$ cat src/rtl/alsu_pkg.sv
// Shared definitions for the ALSU command driver: opcode encodings,
// cmd_flags bit positions and the command-validity rule.
package alsu_pkg;

  localparam logic [2:0] OP_AND    = 3'b000;
  localparam logic [2:0] OP_XOR    = 3'b001;
  localparam logic [2:0] OP_ADD    = 3'b010;
  localparam logic [2:0] OP_MUL    = 3'b011;
  localparam logic [2:0] OP_SHIFT  = 3'b100;
  localparam logic [2:0] OP_ROTATE = 3'b101;

  localparam int OP_W  = 3;
  localparam int FLG_W = 7;

  // cmd_flags = {cin, si, sh_left, red_op_a, red_op_b, pass_a, pass_b}
  localparam int FLG_CIN     = 6;
  localparam int FLG_SI      = 5;
  localparam int FLG_SH_LEFT = 4;
  localparam int FLG_RED_A   = 3;
  localparam int FLG_RED_B   = 2;
  localparam int FLG_PASS_A  = 1;
  localparam int FLG_PASS_B  = 0;

  // Opcode and flag bits carried per FIFO entry (operands excluded).
  localparam int CMD_FIXED_W = OP_W + FLG_W;

  // A command is invalid when the opcode is unassigned, or when a reduction
  // is requested on anything other than a bitwise opcode.
  function automatic logic cmd_invalid(input logic [2:0] op,
                                       input logic       red_a,
                                       input logic       red_b);
    logic known;
    logic bitwise;
    known   = (op == OP_AND) || (op == OP_XOR) || (op == OP_ADD) ||
              (op == OP_MUL) || (op == OP_SHIFT) || (op == OP_ROTATE);
    bitwise = (op == OP_AND) || (op == OP_XOR);
    return !known || ((red_a | red_b) && !bitwise);
  endfunction

endpackage

$ cat src/rtl/alsu_cmd_fifo.sv
// Command FIFO for the ALSU driver. Head entry is visible combinationally;
// a push into a full FIFO is refused even if a pop happens in the same cycle.
module alsu_cmd_fifo
  import alsu_pkg::*;
#(
  parameter  int BITS  = 3,
  parameter  int DEPTH = 4,
  localparam int W     = CMD_FIXED_W + 2*BITS,
  localparam int AW    = $clog2(DEPTH),
  localparam int LW    = AW + 1
) (
  input  logic          i_clk,
  input  logic          i_rst,
  input  logic          i_push,
  input  logic [W-1:0]  i_data,
  input  logic          i_pop,
  output logic [W-1:0]  o_data,
  output logic [LW-1:0] o_level,
  output logic          o_full,
  output logic          o_empty
);

  logic [W-1:0]  r_mem [DEPTH];
  logic [AW-1:0] r_wr_ptr;
  logic [AW-1:0] r_rd_ptr;
  logic [LW-1:0] r_level;
  logic          w_do_push;
  logic          w_do_pop;

  assign o_full    = (r_level == LW'(DEPTH));
  assign o_empty   = (r_level == '0);
  assign w_do_push = i_push & ~o_full;
  assign w_do_pop  = i_pop & ~o_empty;
  assign o_data    = r_mem[r_rd_ptr];
  assign o_level   = r_level;

  // Pointer and occupancy bookkeeping.
  always_ff @(posedge i_clk or posedge i_rst) begin
    if (i_rst) begin
      r_wr_ptr <= '0;
      r_rd_ptr <= '0;
      r_level  <= '0;
    end else begin
      if (w_do_push) r_wr_ptr <= r_wr_ptr + AW'(1);
      if (w_do_pop)  r_rd_ptr <= r_rd_ptr + AW'(1);
      r_level <= r_level + LW'(w_do_push) - LW'(w_do_pop);
    end
  end

  // Entry storage; contents are don't-care until written.
  always_ff @(posedge i_clk) begin
    if (w_do_push) r_mem[r_wr_ptr] <= i_data;
  end

endmodule

$ cat src/rtl/alsu_cmd_driver.sv
// ALSU command driver: buffers host commands, issues at most one per cycle
// onto the ALSU inputs, and returns each ALSU result three edges after issue
// tagged with a locally computed invalid flag.
// Optional counters: define ALSU_CMD_DRIVER_STATS_EN.
module alsu_cmd_driver
  import alsu_pkg::*;
#(
  parameter  int BITS  = 3,
  parameter  int DEPTH = 4,
  localparam int LW    = $clog2(DEPTH) + 1
) (
  input  logic              clk,
  input  logic              rst,
  input  logic              cmd_valid,
  output logic              cmd_ready,
  input  logic [2:0]        cmd_opcode,
  input  logic [BITS-1:0]   cmd_a,
  input  logic [BITS-1:0]   cmd_b,
  input  logic [6:0]        cmd_flags,
  input  logic              issue_en,
  output logic              alsu_rstn,
  output logic [2:0]        alsu_opcode,
  output logic [BITS-1:0]   alsu_a,
  output logic [BITS-1:0]   alsu_b,
  output logic              alsu_cin,
  output logic              alsu_si,
  output logic              alsu_sh_left,
  output logic              alsu_red_op_a,
  output logic              alsu_red_op_b,
  output logic              alsu_pass_a,
  output logic              alsu_pass_b,
  input  logic [2*BITS-1:0] alsu_out,
  output logic              res_valid,
  output logic [2*BITS-1:0] res_data,
  output logic              res_invalid,
  output logic [LW-1:0]     fifo_level
`ifdef ALSU_CMD_DRIVER_STATS_EN
  ,
  output logic [15:0]       issued_cnt,
  output logic [15:0]       result_cnt,
  output logic [15:0]       invalid_cnt
`endif
);

  localparam int CW = CMD_FIXED_W + 2*BITS;

  logic [CW-1:0]     w_push_data;
  logic [CW-1:0]     w_head;
  logic [2:0]        w_head_op;
  logic [BITS-1:0]   w_head_a;
  logic [BITS-1:0]   w_head_b;
  logic [6:0]        w_head_flags;
  logic              w_head_inv;
  logic              w_full;
  logic              w_empty;
  logic              w_push;
  logic              w_pop;

  logic              r_rstn;
  logic [2:0]        r_op;
  logic [BITS-1:0]   r_a;
  logic [BITS-1:0]   r_b;
  logic [6:0]        r_flags;
  logic [2:0]        r_tag_v;
  logic [2:0]        r_tag_inv;
  logic              r_res_valid;
  logic [2*BITS-1:0] r_res_data;
  logic              r_res_inv;

  assign w_push_data = {cmd_opcode, cmd_a, cmd_b, cmd_flags};
  assign {w_head_op, w_head_a, w_head_b, w_head_flags} = w_head;
  assign w_head_inv  = cmd_invalid(w_head_op, w_head_flags[FLG_RED_A],
                                   w_head_flags[FLG_RED_B]);

  assign cmd_ready = ~w_full;
  assign w_push    = cmd_valid & cmd_ready;
  assign w_pop     = issue_en & ~w_empty & r_rstn;

  alsu_cmd_fifo #(.BITS(BITS), .DEPTH(DEPTH)) u_fifo (
    .i_clk   (clk),
    .i_rst   (rst),
    .i_push  (w_push),
    .i_data  (w_push_data),
    .i_pop   (w_pop),
    .o_data  (w_head),
    .o_level (fifo_level),
    .o_full  (w_full),
    .o_empty (w_empty)
  );

  // ALSU reset releases on the first edge after rst deasserts.
  always_ff @(posedge clk or posedge rst) begin
    if (rst) r_rstn <= 1'b0;
    else     r_rstn <= 1'b1;
  end

  // Drive the popped command, or an AND of zeros when idle so the ALSU output settles to 0.
  always_ff @(posedge clk or posedge rst) begin
    if (rst) begin
      r_op    <= OP_AND;
      r_a     <= '0;
      r_b     <= '0;
      r_flags <= '0;
    end else if (w_pop) begin
      r_op    <= w_head_op;
      r_a     <= w_head_a;
      r_b     <= w_head_b;
      r_flags <= w_head_flags;
    end else begin
      r_op    <= OP_AND;
      r_a     <= '0;
      r_b     <= '0;
      r_flags <= '0;
    end
  end

  // Tag pipeline tracks the two ALSU register stages plus the driver's own issue stage.
  always_ff @(posedge clk or posedge rst) begin
    if (rst) begin
      r_tag_v   <= '0;
      r_tag_inv <= '0;
    end else begin
      r_tag_v   <= {r_tag_v[1:0], w_pop};
      r_tag_inv <= {r_tag_inv[1:0], w_pop & w_head_inv};
    end
  end

  // Capture the ALSU output when the matching tag reaches the end of the pipe.
  always_ff @(posedge clk or posedge rst) begin
    if (rst) begin
      r_res_valid <= 1'b0;
      r_res_data  <= '0;
      r_res_inv   <= 1'b0;
    end else begin
      r_res_valid <= r_tag_v[2];
      if (r_tag_v[2]) begin
        r_res_data <= alsu_out;
        r_res_inv  <= r_tag_inv[2];
      end
    end
  end

  assign alsu_rstn     = r_rstn;
  assign alsu_opcode   = r_op;
  assign alsu_a        = r_a;
  assign alsu_b        = r_b;
  assign alsu_cin      = r_flags[FLG_CIN];
  assign alsu_si       = r_flags[FLG_SI];
  assign alsu_sh_left  = r_flags[FLG_SH_LEFT];
  assign alsu_red_op_a = r_flags[FLG_RED_A];
  assign alsu_red_op_b = r_flags[FLG_RED_B];
  assign alsu_pass_a   = r_flags[FLG_PASS_A];
  assign alsu_pass_b   = r_flags[FLG_PASS_B];
  assign res_valid     = r_res_valid;
  assign res_data      = r_res_data;
  assign res_invalid   = r_res_inv;

`ifdef ALSU_CMD_DRIVER_STATS_EN
  logic [15:0] r_issued_cnt;
  logic [15:0] r_result_cnt;
  logic [15:0] r_invalid_cnt;

  // Free-running wrap-around activity counters.
  always_ff @(posedge clk or posedge rst) begin
    if (rst) begin
      r_issued_cnt  <= '0;
      r_result_cnt  <= '0;
      r_invalid_cnt <= '0;
    end else begin
      if (w_pop)                    r_issued_cnt  <= r_issued_cnt + 16'd1;
      if (r_res_valid)              r_result_cnt  <= r_result_cnt + 16'd1;
      if (r_res_valid && r_res_inv) r_invalid_cnt <= r_invalid_cnt + 16'd1;
    end
  end

  assign issued_cnt  = r_issued_cnt;
  assign result_cnt  = r_result_cnt;
  assign invalid_cnt = r_invalid_cnt;
`endif

endmodule

$ cat config.mk
export PLATFORM = sky130hd
export DESIGN_NAME = alsu_cmd_driver
export DESIGN_NICKNAME = d
export VERILOG_FILES = /design/src/rtl/alsu_pkg.sv /design/src/rtl/alsu_cmd_fifo.sv /design/src/rtl/alsu_cmd_driver.sv
export SDC_FILE = /design/constraint.sdc
export NUM_CORES = 1
export LEC_CHECK = 0
export BUFFER_PORTS_ARGS = -buffer_cell sky130_fd_sc_hd__buf_2
export CORE_ASPECT_RATIO = 0.5
export CORE_MARGIN = 10
export CORE_UTILIZATION = 30
export DETAILED_ROUTE_END_ITERATION = 16
export GPL_TIMING_DRIVEN = 0
export MAX_ROUTING_LAYER = met4
export PLACE_DENSITY = 0.49
export RECOVER_POWER = 100
export REMOVE_ABC_BUFFERS = 1
export SLEW_MARGIN = 5
export SYNTH_ARGS = -nofsm -noshare
export SYNTH_HDL_FRONTEND = slang
export SYNTH_SLANG_ARGS = --single-unit
$ cat constraint.sdc
create_clock -name clk -period 5.9 [get_ports clk]
set_clock_uncertainty 0.05 [all_clocks]
set_input_delay 0.885 -clock clk [delete_from_list [all_inputs] [get_ports clk]]
set_output_delay 0.885 -clock clk [all_outputs]
set_load 0.1 [all_outputs]
### Yosys cells after proc, flatten, opt, wreduce, memory -nomap -nowiden

Memory sizes are Yosys's and may differ from the RTL's.
Index checks and enable logic that the tools add are counted.

| storage, ports and cells | value |
|---|---|
| bits in registers | 38 |
| RAM bits | 64 |
| output and inout bits | 29 |
| word-level logic and storage cells | 50 |
| memories kept | 1 |

| operators by class | value |
|---|---|
| add/subtract/negate cells | 4 |
| eq/ne operators | 6 |
| muxes and demuxes | 6 |
| bitwise operators | 9 |
| reductions and logical operators | 11 |

Memory list:

| memory | words | bits a word | rd ports | clocked after Yosys merged registers in | write ports | RTL line | source |
|---|---|---|---|---|---|---|---|
| u_fifo.r_mem | 4 | 16 | 1 | 0 | 1 | alsu_cmd_fifo.sv:23 | `logic [W-1:0] r_mem [DEPTH];` |

Operator list:

| kind | count |
|---|---|
| == test 3 bit (second input constant) | 3 |
| 2-to-1 mux 3 bit | 3 |
| 2-to-1 mux 7 bit | 1 |
| AND 1 bit | 6 |
| == test 3 x 2 -> 1 bit (second input constant) | 2 |
| logical NOT 3 bit | 2 |
| logical OR 1 bit | 6 |
| adder 2 x 1 -> 2 bit (second input constant) | 2 |
| adder 3 x 1 -> 3 bit | 1 |
| == test 3 x 1 -> 1 bit (second input constant) | 1 |
| subtractor 3 x 1 -> 3 bit | 1 |
| logical NOT 1 bit | 2 |
| 2-to-1 mux 1 bit | 2 |
| inverter 1 bit | 2 |
| logical AND 1 bit | 1 |
| bitwise OR 1 bit | 1 |

### Depth between registers and ports, before layout

An unclocked memory read counts as a cell.

| logic depth | value |
|---|---|
| word-level depth | 10 |
| depth in mapped cells | 7 |
| mapped depth without buffers | 7 |

### By module

Synthesis repeated with hierarchy kept, for this count alone.

| unflattened totals | value |
|---|---|
| cell total of the unflattened synthesis | 191 |
| area total of the unflattened synthesis | 3898.7 um^2 |

Modules (own cells, without submodules):

| module | instances | cells an instance | area each (um^2) | seq. area each (um^2) |
|---|---|---|---|---|
| alsu_cmd_fifo | 1 | 126 | 2826.5 | 2097.0 |
| alsu_cmd_driver | 1 | 65 | 1072.3 | 775.7 |

### Worst setup path after synthesis

Ideal clock, no wire load.

| path | value |
|---|---|
| path type | register to output |
| start point | register u_fifo.r_level[2], in the netlist u_fifo.o_level[2] |
| end point | output port cmd_ready |
| arrival | 1.840 ns |
| data required time | 4.965 ns |
| path slack | 3.125 ns |
| stages on the path, launching flop included | 2 |
| path buffers | 0 |
| path through | dfrtp_1 > nand2_1 |

| between the ends | value |
|---|---|
| cells in the longest elaborated chain, start to end | 2 |

RTL lines:

| item | RTL line | source |
|---|---|---|
| start, declared | alsu_cmd_fifo.sv:26 | `logic [LW-1:0] r_level;` |
| start signal, assigned | alsu_cmd_fifo.sv:46 | `r_level <= r_level + LW'(w_do_push) - LW'(w_do_pop);` |
| == test 3 bit | alsu_cmd_fifo.sv:30 | `assign o_full = (r_level == LW'(DEPTH));` |
| inverter 1 bit | alsu_cmd_driver.sv:75 | `assign cmd_ready = ~w_full;` |
| end, declared | alsu_cmd_driver.sv:15 | `output logic cmd_ready,` |

No other way between the ends.

### Worst setup path in the final report

| path | value |
|---|---|
| start point | input port cmd_valid |
| end point | memory u_fifo.r_mem[1][4] (netlist bit), enable pin |

| between the ends | value |
|---|---|
| cells in the longest elaborated chain, start to end | 4 |

RTL lines:

| item | RTL line | source |
|---|---|---|
| start, declared | alsu_cmd_driver.sv:14 | `input logic cmd_valid,` |
| AND 1 bit | alsu_cmd_driver.sv:76 | `assign w_push = cmd_valid & cmd_ready;` |
| AND 1 bit | alsu_cmd_fifo.sv:32 | `assign w_do_push = i_push & ~o_full;` |
| net u_fifo.w_do_push | alsu_cmd_fifo.sv:27 | `logic w_do_push;` |
| 2-to-1 mux 1 bit | alsu_cmd_fifo.sv:52 | `if (w_do_push) r_mem[r_wr_ptr] <= i_data;` |
| 2-to-1 mux 1 bit (implied by the code) | alsu_cmd_fifo.sv:52 |  |
| end, declared | alsu_cmd_fifo.sv:23 |  |

The timed path passes the listed nets, and every way through them passes these cells.

==> flow_metrics.tcl <==
set metrics [dict create \
    post_drt_wl_per_cell_um 16.1 \
    synth.avg_cell_area_um2 20.5 \
    die-area_um2 17600 \
    dpl.hpwl_um 4220 \
    end_kind "flip-flop" \
    io_buffer_count 54 \
    drc 0 \
    grt_setup_unrepaired "false" \
    clock_latency_ns 0.33 \
    worst-endpoint-required_ns 5.80 \
    drt_pass1_iterations 4 \
    drt_wl_total_um 6620 \
    wl_met1_um 2780 \
    die_y_um 98.9 \
    viasPerCell 4.19 \
    outcome "complete, but fails checks" \
    timing.reg2reg.setup_slack_ns 3.24 \
    hold_path.class "reg -> reg" \
    r2r-end "u_fifo.r_mem[1][4]" \
    place.gp.congestion 0.661 \
    critPathMaxFanout 16 \
    tightestPinTransition_ns 2.16 \
    period_share 0.470 \
    worst-setup-path-type "in -> reg" \
    route.met3.wl_um 301 \
    grt_pass1_vias 1875 \
    core-area_um2 12000 \
    num_io_pins 55 \
    numCtsBuffers 9 \
    gr-total-overflow 0 \
    synth_seq_area_share 0.769 \
    violations "max-capacitance violations, max-slew violations" \
    cts_setup_buffers 0 \
    syn_area_um2 3740 \
    final-hold-violation-count 0 \
    final_max_slew_viol_count 39 \
    fin_crit_ns 2.77 \
    cts_tree "built" \
    ant_nets 0 \
    setup-violations-final 0 \
    clock.fmax_ghz 0.361 \
    reg2reg_depth 3 \
    p_leak_nw 1.61 \
    holdPathEnd "r_tag_v[1]" \
    die_w_um 178 \
    hold_buffers 0 \
    grt_usage 0.0806 \
    fp-row-count 28 \
    initial_core_util 0.312 \
    area.growth.synth_to_final_pct 17.4 \
    timing.setup.tns_ns 0 \
    min_path_cells 0 \
    vdd_drop_max_v 0.000221 \
    relSlewSlack -0.440 \
    crit_path_start_kind "input pin" \
    syn_inst 182 \
    cts.sinks 102 \
    yosys_warnings 0 \
    grt_pass1_wl_um 10200 \
    r2r-start "u_fifo.o_level[1]" \
    ys_types 21 \
    worstHoldStart "r_tag_v[0]" \
    cts_root_buf "clkbuf_16" \
    route.met2.wl_um 3410 \
    diodes 0 \
    htreeDepth 3 \
    arrival_ns 2.67 \
    top_layer "met4" \
    nets 274 \
    postPlaceCellArea_um2 4190 \
    layout-drive-gt1-share 0.179 \
    dpl_worst_slack_ns 3.36 \
    yosys_register_bits 102 \
    antenna_found_initial 0 \
    powerDensity_nw_per_um2 546 \
    grt_max_degree 39 \
    clockBufferDepth 2 \
    final.setup.worst_slack_ns 3.13 \
    clkTransAtPathRegs_ns 0.06 \
    vias 1724 \
    drtIter0Drc 73 \
    ctsResizeCount 0 \
    stdcell_area_um2 4390 \
    cap_violations 1 \
]
[per-stage QoR]
step	power (W)	utilization	hold WS, ns	std cells
after global placement	0.00189	0.348	0.283	394
final	0.00240	0.366	0.297	411
after global routing	0.00253	0.366	0.308	411
after CTS	0.00246	0.373	0.299	411
after detailed placement	0.00192	0.350	0.285	395
after floorplan	0.00173	-	0.281	175
[worst max path at each step]
stage / from / to / slack [ns]
global placement: cmd_valid / u_fifo.r_mem[1][5] / 3.38
CTS: u_fifo.o_level[1] / cmd_ready / 3.63
floorplan: u_fifo.o_level[2] / cmd_ready / 3.13
global route: rst / alsu_b[1] / 2.72
finish: cmd_valid / u_fifo.r_mem[1][4] / 3.13
detailed placement: cmd_valid / u_fifo.r_mem[1][5] / 3.36
[registers in the layout (all words and copies together) (netlist names)]
name / cells
alsu_opcode: 3
res_invalid: 1
u_fifo.o_level: 3
u_fifo.r_mem: 64
alsu_a: 3
alsu_b: 3
r_tag_inv: 3
u_fifo.r_rd_ptr: 2
alsu_rstn: 1
r_flags: 7
u_fifo.r_wr_ptr: 2
r_tag_v: 3
res_valid: 1
res_data: 6
[cell families after synthesis]
family	Yosys count	share of synthesized area
mux	24	0.124
flops	102	0.769
simple gates	24	0.0375
xor+xnor	5	0.0117
other cells	1	0.00100
fa+ha+maj	7	0.0255
compound gates	5	0.0131
buf+inv	14	0.0188
[cell usage after synthesis]
master / n / area share
a211oi_2: 1 / 0.0033
a21boi_2: 1 / 0.0030
clkbuf_1: 3 / 0.0030
nand2_1: 2 / 0.0020
buf_6: 2 / 0.0060
inv_1: 7 / 0.0070
dfrtp_1: 38 / 0.25
mux4_1: 3 / 0.021
xor2_1: 1 / 0.0023
xnor2_1: 4 / 0.0094
o21ai_0: 1 / 0.0013
and2_1: 20 / 0.033
mux4_2: 13 / 0.078
nor2_1: 2 / 0.0020
fa_1: 1 / 0.0054
conb_1: 1 / 0.0010
buf_2: 2 / 0.0027
edfxtp_1: 64 / 0.51
o311a_1: 2 / 0.0054
ha_1: 6 / 0.020
mux2_2: 8 / 0.024
[critical path, stage by stage]
cell and delay, ns:
buf_2 0.07, a21boi_0 0.59, and2_0 1.11
[power by group]
| part | switching [W] | internal, W |
|---|---|---|
| clock network | 0.000242 | 0.000300 |
| logic | 0.000589 | 0.000210 |
| registers | 0.000118 | 0.000938 |
[placed cells by master (no fill, tap or decap), types with 2 or more instances in the layout]
| master | instances |
|---|---|
| dfrtp_1 | 38 |
| mux4_2 | 13 |
| inv_1 | 7 |
| and2_0 | 10 |
| buf_2 | 9 |
| nor2_1 | 2 |
| o311a_1 | 2 |
| and2_1 | 10 |
| mux2_2 | 8 |
| xnor2_1 | 4 |
| clkinv_4 | 3 |
| nand2_1 | 2 |
| mux4_1 | 3 |
| ha_1 | 6 |
| edfxtp_1 | 64 |
| clkbuf_1 | 48 |
| clkbuf_16 | 9 |
[layer usage]
metal / track usage / vias to the layer above
li1: - / 792
met1: 0.0836 / 888
met2: 0.139 / 34
met3: 0.0259 / 10
met4: 0.0363 / 0
met5: - / -
[cell type report]
cell class              count  area (µm²)
well taps                 165         206
fillers                  1161        7590
clock buffers              12         246
multi-input cells          66         785
flip-flops and latches    102        2870
clock inverters             4        33.8
repair buffers             55         218
inverters                   7        26.3
Power figures use the tool's default switching activity.
